## src/rtl/uart_case_fifo_if.sv

```systemverilog
// Purpose: handshake/status bundle between a UART receiver/transmitter pair
//          and the case-converting FIFO.
// Ports (slave = FIFO side):
//   in : i_data, i_valid, i_mode, i_flush, i_ready
//   out: o_data, o_valid, o_count, o_empty, o_full, o_almostfull, o_rts,
//        o_drop_cnt
interface uart_case_fifo_if #(
    parameter int unsigned WIDTH = 8,
    parameter int unsigned DEPTH = 16,
    parameter int unsigned CNT_W = 8
);
    localparam int unsigned CW = $clog2(DEPTH) + 1;

    logic [WIDTH-1:0] i_data;
    logic             i_valid;
    logic [1:0]       i_mode;
    logic             i_flush;
    logic             i_ready;
    logic [WIDTH-1:0] o_data;
    logic             o_valid;
    logic [CW-1:0]    o_count;
    logic             o_empty;
    logic             o_full;
    logic             o_almostfull;
    logic             o_rts;
    logic [CNT_W-1:0] o_drop_cnt;

    modport slave (
        input  i_data, i_valid, i_mode, i_flush, i_ready,
        output o_data, o_valid, o_count, o_empty, o_full, o_almostfull,
               o_rts, o_drop_cnt
    );

    modport master (
        output i_data, i_valid, i_mode, i_flush, i_ready,
        input  o_data, o_valid, o_count, o_empty, o_full, o_almostfull,
               o_rts, o_drop_cnt
    );
endinterface

```

## src/rtl/uart_case_fifo.sv

```systemverilog
// Purpose: first-word-fall-through FIFO between a UART receiver and
//          transmitter that applies ASCII case conversion at write time,
//          with occupancy flags, RTS flow control and an overflow counter.
// Ports:
//   i_clk      system clock, rising edge
//   i_rst      asynchronous active-high reset
//   bus        uart_case_fifo_if.slave (data in/out, handshake, status)
module uart_case_fifo #(
    parameter int unsigned WIDTH       = 8,
    parameter int unsigned DEPTH       = 16,
    parameter int unsigned ALMOST_FULL = 12,
    parameter int unsigned CNT_W       = 8
) (
    input  logic              i_clk,
    input  logic              i_rst,
    uart_case_fifo_if.slave   bus
);
    localparam int unsigned PTR_W = $clog2(DEPTH);
    localparam int unsigned CW    = PTR_W + 1;

    logic [WIDTH-1:0] mem_q [DEPTH];
    logic [PTR_W-1:0] wr_q, wr_d;
    logic [PTR_W-1:0] rd_q, rd_d;
    logic [CW-1:0]    count_q, count_d;
    logic [CNT_W-1:0] drop_q, drop_d;
    logic [WIDTH-1:0] data_q, data_d;
    logic             valid_q;
    logic             empty_q;
    logic             full_q;
    logic             afull_q;
    logic             rts_q;

    logic             push_c;
    logic             pop_c;
    logic [WIDTH-1:0] wdata_c;

    // Case conversion on the low byte only; upper bits pass through.
    function automatic logic [WIDTH-1:0] convert(input logic [WIDTH-1:0] d,
                                                 input logic [1:0]       mode);
        logic [WIDTH-1:0] r;
        logic [7:0]       lo;
        r  = d;
        lo = d[7:0];
        if (mode[0] && lo >= 8'h61 && lo <= 8'h7A) r[7:0] = lo - 8'h20;
        if (mode[1] && lo >= 8'h41 && lo <= 8'h5A) r[7:0] = lo + 8'h20;
        return r;
    endfunction

    // Handshake decode; flush overrides both directions.
    always_comb begin
        pop_c   = valid_q && bus.i_ready && !bus.i_flush;
        push_c  = bus.i_valid && !bus.i_flush && (!full_q || pop_c);
        wdata_c = convert(bus.i_data, bus.i_mode);
    end

    // Next-state for pointers, occupancy, drop counter and head register.
    always_comb begin
        wr_d    = wr_q;
        rd_d    = rd_q;
        count_d = count_q;
        drop_d  = drop_q;
        data_d  = data_q;

        if (bus.i_flush) begin
            wr_d    = '0;
            rd_d    = '0;
            count_d = '0;
        end else begin
            if (push_c) wr_d = wr_q + PTR_W'(1);
            if (pop_c)  rd_d = rd_q + PTR_W'(1);
            case ({push_c, pop_c})
                2'b10:   count_d = count_q + CW'(1);
                2'b01:   count_d = count_q - CW'(1);
                default: count_d = count_q;
            endcase
            if (bus.i_valid && full_q && !pop_c && drop_q != {CNT_W{1'b1}})
                drop_d = drop_q + CNT_W'(1);
        end

        // Head after this edge: the new byte if it lands on the read slot.
        if (count_d == '0)
            data_d = '0;
        else if (push_c && rd_d == wr_q)
            data_d = wdata_c;
        else
            data_d = mem_q[rd_d];
    end

    // Storage array: no reset, contents are qualified by occupancy.
    always_ff @(posedge i_clk) begin
        if (push_c) mem_q[wr_q] <= wdata_c;
    end

    // Control and output registers.
    always_ff @(posedge i_clk or posedge i_rst) begin
        if (i_rst) begin
            wr_q    <= '0;
            rd_q    <= '0;
            count_q <= '0;
            drop_q  <= '0;
            data_q  <= '0;
            valid_q <= 1'b0;
            empty_q <= 1'b1;
            full_q  <= 1'b0;
            afull_q <= 1'b0;
            rts_q   <= 1'b1;
        end else begin
            wr_q    <= wr_d;
            rd_q    <= rd_d;
            count_q <= count_d;
            drop_q  <= drop_d;
            data_q  <= data_d;
            valid_q <= (count_d != '0);
            empty_q <= (count_d == '0);
            full_q  <= (count_d == CW'(DEPTH));
            afull_q <= (count_d >= CW'(ALMOST_FULL));
            rts_q   <= (count_d <  CW'(ALMOST_FULL));
        end
    end

    assign bus.o_data       = data_q;
    assign bus.o_valid      = valid_q;
    assign bus.o_count      = count_q;
    assign bus.o_empty      = empty_q;
    assign bus.o_full       = full_q;
    assign bus.o_almostfull = afull_q;
    assign bus.o_rts        = rts_q;
    assign bus.o_drop_cnt   = drop_q;
endmodule

```

## src/flat_wrapper.sv

```systemverilog
// flat-port wrapper written by rule: the top's interface ports become plain ports
module uart_case_fifo_flat 
#(
    parameter int unsigned WIDTH       = 8,
    parameter int unsigned DEPTH       = 16,
    parameter int unsigned ALMOST_FULL = 12,
    parameter int unsigned CNT_W       = 8
)
  (i_clk, i_rst, bus_i_data, bus_i_valid, bus_i_mode, bus_i_flush, bus_i_ready, bus_o_data, bus_o_valid, bus_o_count, bus_o_empty, bus_o_full, bus_o_almostfull, bus_o_rts, bus_o_drop_cnt);
  uart_case_fifo_if #(.WIDTH(WIDTH), .DEPTH(DEPTH), .CNT_W(CNT_W)) bus_i ();
  input  logic i_clk;
  input  logic i_rst;
  input wire logic [$bits(bus_i.i_data)-1:0] bus_i_data;
  input wire logic [$bits(bus_i.i_valid)-1:0] bus_i_valid;
  input wire logic [$bits(bus_i.i_mode)-1:0] bus_i_mode;
  input wire logic [$bits(bus_i.i_flush)-1:0] bus_i_flush;
  input wire logic [$bits(bus_i.i_ready)-1:0] bus_i_ready;
  output wire logic [$bits(bus_i.o_data)-1:0] bus_o_data;
  output wire logic [$bits(bus_i.o_valid)-1:0] bus_o_valid;
  output wire logic [$bits(bus_i.o_count)-1:0] bus_o_count;
  output wire logic [$bits(bus_i.o_empty)-1:0] bus_o_empty;
  output wire logic [$bits(bus_i.o_full)-1:0] bus_o_full;
  output wire logic [$bits(bus_i.o_almostfull)-1:0] bus_o_almostfull;
  output wire logic [$bits(bus_i.o_rts)-1:0] bus_o_rts;
  output wire logic [$bits(bus_i.o_drop_cnt)-1:0] bus_o_drop_cnt;
  assign bus_i.i_data = bus_i_data;
  assign bus_i.i_valid = bus_i_valid;
  assign bus_i.i_mode = bus_i_mode;
  assign bus_i.i_flush = bus_i_flush;
  assign bus_i.i_ready = bus_i_ready;
  assign bus_o_data = bus_i.o_data;
  assign bus_o_valid = bus_i.o_valid;
  assign bus_o_count = bus_i.o_count;
  assign bus_o_empty = bus_i.o_empty;
  assign bus_o_full = bus_i.o_full;
  assign bus_o_almostfull = bus_i.o_almostfull;
  assign bus_o_rts = bus_i.o_rts;
  assign bus_o_drop_cnt = bus_i.o_drop_cnt;
  uart_case_fifo #(.WIDTH(WIDTH), .DEPTH(DEPTH), .ALMOST_FULL(ALMOST_FULL), .CNT_W(CNT_W)) u_core (.i_clk(i_clk), .i_rst(i_rst), .bus(bus_i));
endmodule
```

## config.mk

```make
export PLATFORM = sky130hd
export DESIGN_NAME = uart_case_fifo_flat
export DESIGN_NICKNAME = d
export VERILOG_FILES = /design/src/rtl/uart_case_fifo_if.sv /design/src/rtl/uart_case_fifo.sv /design/src/flat_wrapper.sv
export SDC_FILE = /design/constraint.sdc
export NUM_CORES = 1
export LEC_CHECK = 0
export BUFFER_PORTS_ARGS = -buffer_cell sky130_fd_sc_hd__buf_2
export CAP_MARGIN = 5
export CORE_UTILIZATION = 55
export CTS_CLUSTER_DIAMETER = 200
export DETAILED_ROUTE_END_ITERATION = 7
export GPL_ROUTABILITY_DRIVEN = 0
export GPL_TIMING_DRIVEN = 0
export PLACE_DENSITY = 0.73
export SYNTH_ARGS = -nofsm -noshare
export SYNTH_HDL_FRONTEND = slang
export SYNTH_SLANG_ARGS = --single-unit
```

## constraint.sdc

```tcl
create_clock -name i_clk -period 8.2 [get_ports i_clk]
set_input_delay 1.23 -clock i_clk [delete_from_list [all_inputs] [get_ports i_clk]]
set_output_delay 1.23 -clock i_clk [all_outputs]
set_load 0.01 [all_outputs]
```

Word level (Yosys, flattened, before mapping)
Memories as Yosys holds them, arrays and structs flattened.
Cells that the tools add are included.

word-level totals
  register bits = 34
  memory bits (writable) = 128
  input port bits = 15
  output and inout bits = 26
  word-level logic and storage cells = 62
  memories = 1

memories
  name          words  bits a word  read ports  clocked after memory_dff  wr ports  line                  RTL
  u_core.mem_q  16     8            1           0                         1         uart_case_fifo.sv:21  logic [WIDTH-1:0] mem_q [DEPTH];

operators by class
  add/subtract/negate cells = 7
  magnitude comparators = 6
  equal/unequal tests = 5
  multiplexer cells = 12
  bitwise operators = 1
  reductions and logical operators = 20

operator list
  kind                                                                                  count
  8-bit 2-to-1 mux                                                                      4
  8-bit by 7-bit greater-or-equal comparator with 1-bit output (second input constant)  2
  8-bit by 7-bit less-or-equal comparator with 1-bit output (second input constant)     2
  4-bit 2-to-1 mux                                                                      4
  1-bit logical AND                                                                     12
  5-bit one-hot mux with 2 select lines                                                 1
  4-bit by 1-bit adder with 4-bit output (second input constant)                        2
  8-bit by 1-bit adder with 8-bit output (second input constant)                        1
  8-bit by 6-bit adder with 8-bit output (second input constant)                        1
  8-bit != test (second input constant)                                                 1
  8-bit by 6-bit subtractor with 8-bit output (second input constant)                   1
  5-bit by 1-bit adder with 5-bit output (second input constant)                        1
  5-bit equality test (second input constant)                                           1
  5-bit by 4-bit greater-or-equal comparator with 1-bit output (second input constant)  1
  5-bit logical NOT                                                                     1
  5-bit by 4-bit < comparator with 1-bit output (second input constant)                 1
  5-bit 2-to-1 mux                                                                      1
  5-bit nonzero test                                                                    1
  5-bit by 1-bit subtractor with 5-bit output (second input constant)                   1
  4-bit equality test                                                                   1
  1-bit logical NOT                                                                     3
  2-bit by 1-bit equality test with 1-bit output (second input constant)                1
  2-bit equality test (second input constant)                                           1
  1-bit 2-to-1 mux                                                                      2
  4 further kinds                                                                       4

Depth between registers and ports, before layout
Gate-level depths: netlist of run 1.

  depth in word-level cells = 9
  depth in mapped cells = 13
  depth with buffers taken out = 12

Worst setup path before layout of run 1
OpenSTA, ideal clock, no wires.

  kind = input-to-reg
  from = input port bus_i_flush
  to = register u_core.data_q[7] (netlist: u_core.bus.o_data[7])
  data arrival time = 4.270 ns
  path slack = 3.808 ns
  stages = 13
  cells stage by stage = clkbuf_1 > clkbuf_1 > clkbuf_1 > nor2_1 > ha_1 > xor2_1 > ha_1 > a21oi_1 > mux2i_1 > mux2_2 > a21oi_1 > a2bb2oi_2 > a32o_1

on the way
  cells in the longest elaborated chain, start to end = 9
  elaborated cells on any way between the ends = 17
  those cells by class = eq/ne: 3; mux: 6; reduce/logical: 7; memory: 1

ends and longest elaborated chain
  item                                                                       line                   RTL
  start: declaration                                                         flat_wrapper.sv:16     input wire logic [$bits(bus_i.i_flush)-1:0] bus_i_flush;
  parallel branches: the longest is 8 deep, another holds memory 16 x 8 bit  --
  8-bit 2-to-1 mux *                                                         uart_case_fifo.sv:81   if (count_d == '0)
  named net u_core.data_d[7]                                                 uart_case_fifo.sv:26   logic [WIDTH-1:0] data_q, data_d;
  end signal: assignment                                                     uart_case_fifo.sv:112  data_q <= data_d;
  end: declaration                                                           uart_case_fifo.sv:26

Mark *: on every way through the listed nets, which the timed path passes.
A chain may end at the register's enable or synchronous reset.

Worst setup path in the final report of run 1
  from = input port bus_i_flush
  to = register u_core.data_q[5] (netlist: u_core.bus.o_data[5])

Same word-level chain as after synthesis.

==> run_results.csv, run 1 <==
group,metric,value,unit
die,design.core.area,0.01267,mm²
die,start_util,0.5655,
timing,tns,0,ps
layout,synthToLayoutAreaGrowth,14.55,%
timing,period_share,0.6061,
setup_path,cp-start-kind,"input port",
hold_path,holdPathStages,1,
setup_path,worst_ep_required_time,8500,ps
global_route,gr-total-overflow,0,
hold_path,hp-start,"u_core.bus.o_drop_cnt[6]",
yosys,ys_types,59,
layout,diodes,0,
clock_network,cts_root_buffer,"clkbuf_16",
yosys,ys_async_sr_fraction,0.2099,
timing,hold_viol_final,0,
setup_path,worstPathMaxFanout,10,
routing,vias_per_cell,6.000,
clock_network,cts_buffers,17,
global_route,first_global_vias,4385,
global_route,busiest_layer,"met2",
global_route,grt_usage,0.2440,
yosys,syn_area_per_cell,14.22,µm²
run_status,status,"complete, no violations",
setup_path,rrSetupSlack,4230,ps
setup_path,rr_endpoint,"u_core.bus.o_data[5]",
setup_path,reg2regPathDepth,12,
clock_network,clkTransAtPathRegs,60,ps
routing,drt_pass1_iterations,4,
clock_network,cts_resized,0,
yosys,syn_nets,530,
yosys,netlist_area,0.007166,mm²
timing,skew,7.303,ps
routing,wire_per_inst,20.37,µm
routing,drtIter0Drc,316,
yosys,ys_seq_elements,162,
placement,port_buffers,40,
timing,slew_violations,0,
yosys,yosysTopAreaCell,"edfxtp_1",
timing,fmax,201.2,MHz
routing,drt_wl_total,15.25,mm
clock_network,cts_sinks,162,
layout,fillerInstances,940,
die,rows,41,
clock_network,clock_path_buffers,2,
timing,finalSetupViolCount,0,
timing,slew_headroom,0.2976,
setup_path,critPathCaptureType,"flip-flop",
timing,fin_crit,4970,ps
routing,via_count,4494,
die,dieHeight,116.1,µm
timing,worst_slew_pin_slew,1052,ps
setup_path,path_class,"input port to flip-flop",
timing,setup_ws,3230,ps
die,dieWidth,116.1,µm
clock_network,hold_buffers,0,
power,p_leak,0.003031,µW
clock_network,cts_tree,"built",
power,p_per_area,234.1,mW/mm²
die,die-area,0.01349,mm²
yosys,yosysWarnings,0,
hold_path,hold_end,"u_core.bus.o_drop_cnt[6]",
global_route,grt_max_degree,35,
setup_path,arrival,5270,ps
global_route,antenna_found_initial,0,
yosys,yosys-top-cells-area,"edfxtp_1, dfrtp_1, mux2i_1",
power,p_total,1922,µW
clock_network,clk_latency,430,ps
yosys,ys_seq_area_frac,0.6555,
clock_network,post_cts_buffers,0,
die,io_pins,41,
global_route,grt_pass1_wl,23.45,mm
layout,layout-drive-gt1-share,0.1750,
placement,dp_hpwl,10.27,mm
timing,rsz0062_at_grt,"no",
setup_path,regToRegStartpoint,"u_core.bus.o_valid",
yosys,synthCells,504,
routing,drc,0,
clock_network,htree_num_levels,4,
routing,drtAntennaViolNets,0,
job,drv_cap,0,
placement,dpl_worst_slack,2772,ps
hold_path,min_path_type,"flip-flop to flip-flop",
global_route,met3_usage,0.05605,
yosys,synth_top_cell_area_share,0.5364,
power,ir_worst_vdd,136.8,µV
layout,nNetsFinal,590,
global_route,grtUsageMet2,0.3937,
global_route,grt.met1_usage,0.3117,
yosys,synth_edf_count,128,
yosys,ys.flop_type,"edfxtp_1",
==> cells in the final DEF, fill, tap and decap left out, types with 3 or more instances in the layout <==
cell and count:
a211oi_1 41, a21oi_1 22, a221o_1 9, a32o_1 8, and2_1 17, and3_1 25, buf_2 50, buf_6 4
bufinv_16 4, clkbuf_1 16, clkbuf_16 17, clkinvlp_4 3, dfrtp_1 32, edfxtp_1 128, ha_1 11, inv_1 11
mux2_2 3, mux2i_1 43, nand2_1 21, nand2b_1 3, nand3_1 8, nor2_1 14, nor2b_1 7, nor3b_1 4
o21ai_0 5, o21bai_1 3, or4_1 8, xnor2_1 9, xor2_1 6
==> metrics by stage <==
stage	hold slack, ps	cells	instance area [µm²]	util
detailed placement	507.1	716	7586	0.5987
global route	533.9	749	8208	0.6478
floorplan	525.6	504	7166	-
CTS	518.8	748	8200	0.6472
global placement	480.8	716	7581	0.5983
finish	512.8	749	8208	0.6478
==> worst max path at each step <==
| stage | slack [ps] | from | to |
|---|---|---|---|
| floorplan | 3810 | bus_i_flush | u_core.bus.o_data[7] |
| global placement | 2860 | bus_i_flush | u_core.bus.o_data[5] |
| detailed placement | 2770 | bus_i_flush | u_core.bus.o_data[5] |
| CTS | 3220 | bus_i_flush | u_core.bus.o_data[5] |
| global route | 2970 | bus_i_flush | u_core.bus.o_data[5] |
| finish | 3230 | bus_i_flush | u_core.bus.o_data[5] |
==> kinds of logic after synthesis <==
logic type,synth area share
AND/OR/NAND/NOR,0.09744
buffers and inverters,0.02968
XOR/XNOR,0.02061
flip-flops,0.6555
AO/OA/AOI/OAI,0.1128
adder cells (fa/ha/maj),0.01921
multiplexers,0.06478
==> critical path, stage by stage <==
cell and delay (ps):
buf_2 150, clkbuf_1 390, clkbuf_1 390, clkbuf_1 470, nor2_1 140, ha_1 310, xor2_1 190, ha_1 230
a21oi_1 160, mux2i_1 300, mux2_2 390, a21oi_1 380, a2bb2oi_2 230, a32o_1 320
==> per-layer routing <==
metal | vias to the layer above | part of all wire | wire length, µm
met3 | 39 | 0.064 | 973
met2 | 177 | 0.48 | 7257
met1 | 2207 | 0.43 | 6505
met4 | 0 | 0.034 | 517
met5 | - | 0 | 0
li1 | 2071 | - | -
==> power breakdown <==
part           switching [µW]  internal (µW)
sequential               11.3            907
clock                     300            517
combinational             115           70.3
total                     427           1490
==> cells in the mapped netlist (9+ instances only) <==
cell type / number
a211oi_1: 42
a21oi_1: 22
a221o_1: 9
and2_1: 17
and3_1: 25
buf_2: 10
clkbuf_1: 11
dfrtp_1: 32
edfxtp_1: 128
ha_1: 11
inv_1: 12
mux2i_1: 43
nand2_1: 21
nor2_1: 14
xnor2_1: 9
==> sequential cells by signal, summed over array words and instances (netlist names) <==
signal / flops
u_core.bus.o_full: 1
u_core.bus.o_drop_cnt: 8
u_core.mem_q: 128
u_core.rd_q: 4
u_core.bus.o_valid: 1
u_core.wr_q: 4
u_core.bus.o_almostfull: 1
u_core.bus.o_count: 5
u_core.bus.o_data: 8
u_core.bus.o_rts: 1
u_core.bus.o_empty: 1
==> cell type report <==
cell class,instances,area (µm²),area share
sequential,162,4697,0.5723
multi-input combinational,301,2261,0.2755
clock buffer,23,457.9,0.05579
tap,172,215.2,0.02622
timing repair buffer,41,207.7,0.02530
clock inverter,9,156.4,0.01905
buffer,27,147.6,0.01799
inverter,14,65.06,0.007927
Power figures use the tool's default switching activity.
==> run 2: changes to the inputs <==
ABC_AREA = 1   (was unset)
PLACE_DENSITY = 0.76   (was 0.73)
clock period = 4 ns   (was 8.2 ns; I/O delays follow)
==> run_results.csv, run 2 <==
group,metric,value,unit
die,start_util,0.5724,
power,ir_worst_vdd,490.2,µV
die,design.core.area,0.01282,mm²
clock_network,cts_root_buffer,"clkbuf_16",
placement,port_buffers,40,
routing,drt_pass1_iterations,5,
routing,via_count,5498,
setup_path,reg2regPathDepth,18,
die,io_pins,41,
clock_network,cts_tree,"built",
timing,slew_headroom,0.3509,
layout,regMostFlops,"u_core.mem_q",
clock_network,htree_num_levels,4,
power,p_leak,0.003519,µW
global_route,grt_pass1_wl,28.45,mm
timing,skew,8.747,ps
die,dieHeight,117.5,µm
yosys,ys_types,33,
yosys,syn_area_per_cell,10.53,µm²
routing,wire_per_inst,18.97,µm
yosys,ys_async_sr_fraction,0.2099,
setup_path,cp-start-kind,"flip-flop",
yosys,yosysTopAreaCell,"edfxtp_1",
clock_network,clk_latency,440,ps
setup_path,arrival,3160,ps
layout,layout-drive-gt1-share,0.1610,
die,die-area,0.01381,mm²
power,p_per_area,543.0,mW/mm²
global_route,gr-total-overflow,0,
timing,fin_crit,2851,ps
clock_network,cts_resized,0,
timing,rsz0062_at_grt,"no",
clock_network,cts_buffers,17,
layout,layout_commonest_cell,"nand3_1",
clock_network,clkTransAtPathRegs,60,ps
yosys,synthTopCellsByCount,"nand3_1, nand2_1, edfxtp_1",
timing,worst_slew_pin_slew,970.0,ps
layout,seq_area,0.004697,mm²
yosys,ys_seq_elements,162,
layout,nNetsFinal,783,
timing,tns,0,ps
timing,finalSetupViolCount,0,
routing,vias_per_cell,5.837,
setup_path,rrSetupSlack,1150,ps
global_route,first_global_vias,5555,
layout,finish.utilization,0.6541,
yosys,netlist_area,0.007341,mm²
die,dieWidth,117.5,µm
run_status,status,"complete, no violations",
clock_network,hold_buffers,0,
die,rows,41,
yosys,synthCells,697,
yosys,yosysWarnings,0,
setup_path,worst_ep_required_time,4310,ps
job,drv_cap,0,
clock_network,cts_sinks,162,
layout,diodes,0,
placement,dp_hpwl,11.82,mm
setup_path,worstPathMaxFanout,10,
yosys,synth_top_cell_area_share,0.5236,
clock_network,post_cts_buffers,0,
layout,fillerInstances,953,
setup_path,path_class,"flip-flop to flip-flop",
global_route,grt_usage,0.2745,
setup_path,critPathCaptureType,"flip-flop",
routing,drtAntennaViolNets,0,
global_route,antenna_found_initial,0,
yosys,yosys-top-cells-area,"edfxtp_1, nand3_1, dfrtp_1",
yosys,ys_seq_area_frac,0.6399,
yosys,ys.flop_type,"edfxtp_1",
global_route,grt_max_degree,35,
layout,synthToLayoutAreaGrowth,14.28,%
timing,period_share,0.7127,
timing,hold_viol_final,0,
routing,drtIter0Drc,502,
routing,drt_wl_total,17.87,mm
layout,multiInputGateArea,0.002243,mm²
timing,fmax,350.8,MHz
clock_network,clock_path_buffers,2,
timing,slew_violations,0,
routing,drc,0,
layout,largest_register_ffs,128,
yosys,syn_nets,723,
yosys,synth_edf_count,128,
hold_path,min_path_type,"input port to async pin",
layout,final_cell_mix,"nand3_1, nand2_1, edfxtp_1",
yosys,yosysMostFrequentCell,"nand3_1",
timing,whs,166.8,ps
run 2: critical path, cell delays in order, from the launching register on:
cell and delay [ps]:
dfrtp_1 410, nand3_2 140, a21oi_4 240, inv_1 150
ha_1 200, clkbuf_2 170, nand2_1 90, nand2_1 70
ha_1 180, inv_1 50, nand2_1 70, xnor2_1 180
nand2_1 80, nand2_1 100, nand2_1 80, a21oi_1 170
nand2_2 180, nand2_1 110, nor2_1 60
run 2: final cells by class:
class	count	share of cell area
well taps	172	0.02565
multi-input cells	450	0.2674
clock buffers	17	0.05071
flip-flops and latches	162	0.5599
repair buffers	41	0.02714
clock inverters	15	0.02148
plain buffers	32	0.02401
inverters	53	0.02371
run 2: stage by stage:
step / power, µW / worst slack, ps / area [µm²] / instances
2_1_floorplan: 2583 / 1355 / 7341 / 697
3_3_place_gp: 2853 / 852.8 / 7756 / 909
3_5_place_dp: 2885 / 736.4 / 7756 / 909
4_1_cts: 4551 / 1143 / 8362 / 941
5_1_grt: 4734 / 790.4 / 8389 / 942
6_report: 4556 / 1149 / 8389 / 942
run 2: where the power goes:
| part | switching [µW] | total [µW] | internal, µW |
|---|---|---|---|
| Combinational | 615 | 914 | 299 |
| Clock | 689 | 1680 | 989 |
| Sequential | 49.3 | 1960 | 1910 |
run 2: worst paths after layout:
path                                           from                       end
setup reg to reg                 u_core.bus.o_valid      u_core.bus.o_data[4]
setup / recovery                 u_core.bus.o_valid      u_core.bus.o_data[4]
hold reg to reg            u_core.bus.o_drop_cnt[7]  u_core.bus.o_drop_cnt[7]
min in group i_clk         u_core.bus.o_drop_cnt[7]  u_core.bus.o_drop_cnt[7]
max in group asynchronous                     i_rst        u_core.bus.o_empty
hold / removal                                i_rst            u_core.rd_q[0]
run 2: cell families (layout without fill, tap and decap cells):
kind of cell,after synthesis,after routing,synth area share
xor+xnor,13,13,0.01756
mux,1,1,0.001534
flops,162,162,0.6399
buf+inv,85,158,0.05454
compound gates,27,27,0.02131
fa+ha+maj,11,11,0.01875
simple gates,398,398,0.2465
run 2: layer usage:
| layer | share of wire | vias up | track usage |
|---|---|---|---|
| met2 | 0.50 | 276 | 0.4604 |
| met5 | 0 | - | 0 |
| met1 | 0.37 | 2626 | 0.3254 |
| li1 | - | 2526 | - |
| met3 | 0.090 | 70 | 0.08285 |
| met4 | 0.036 | 0 | 0.1258 |
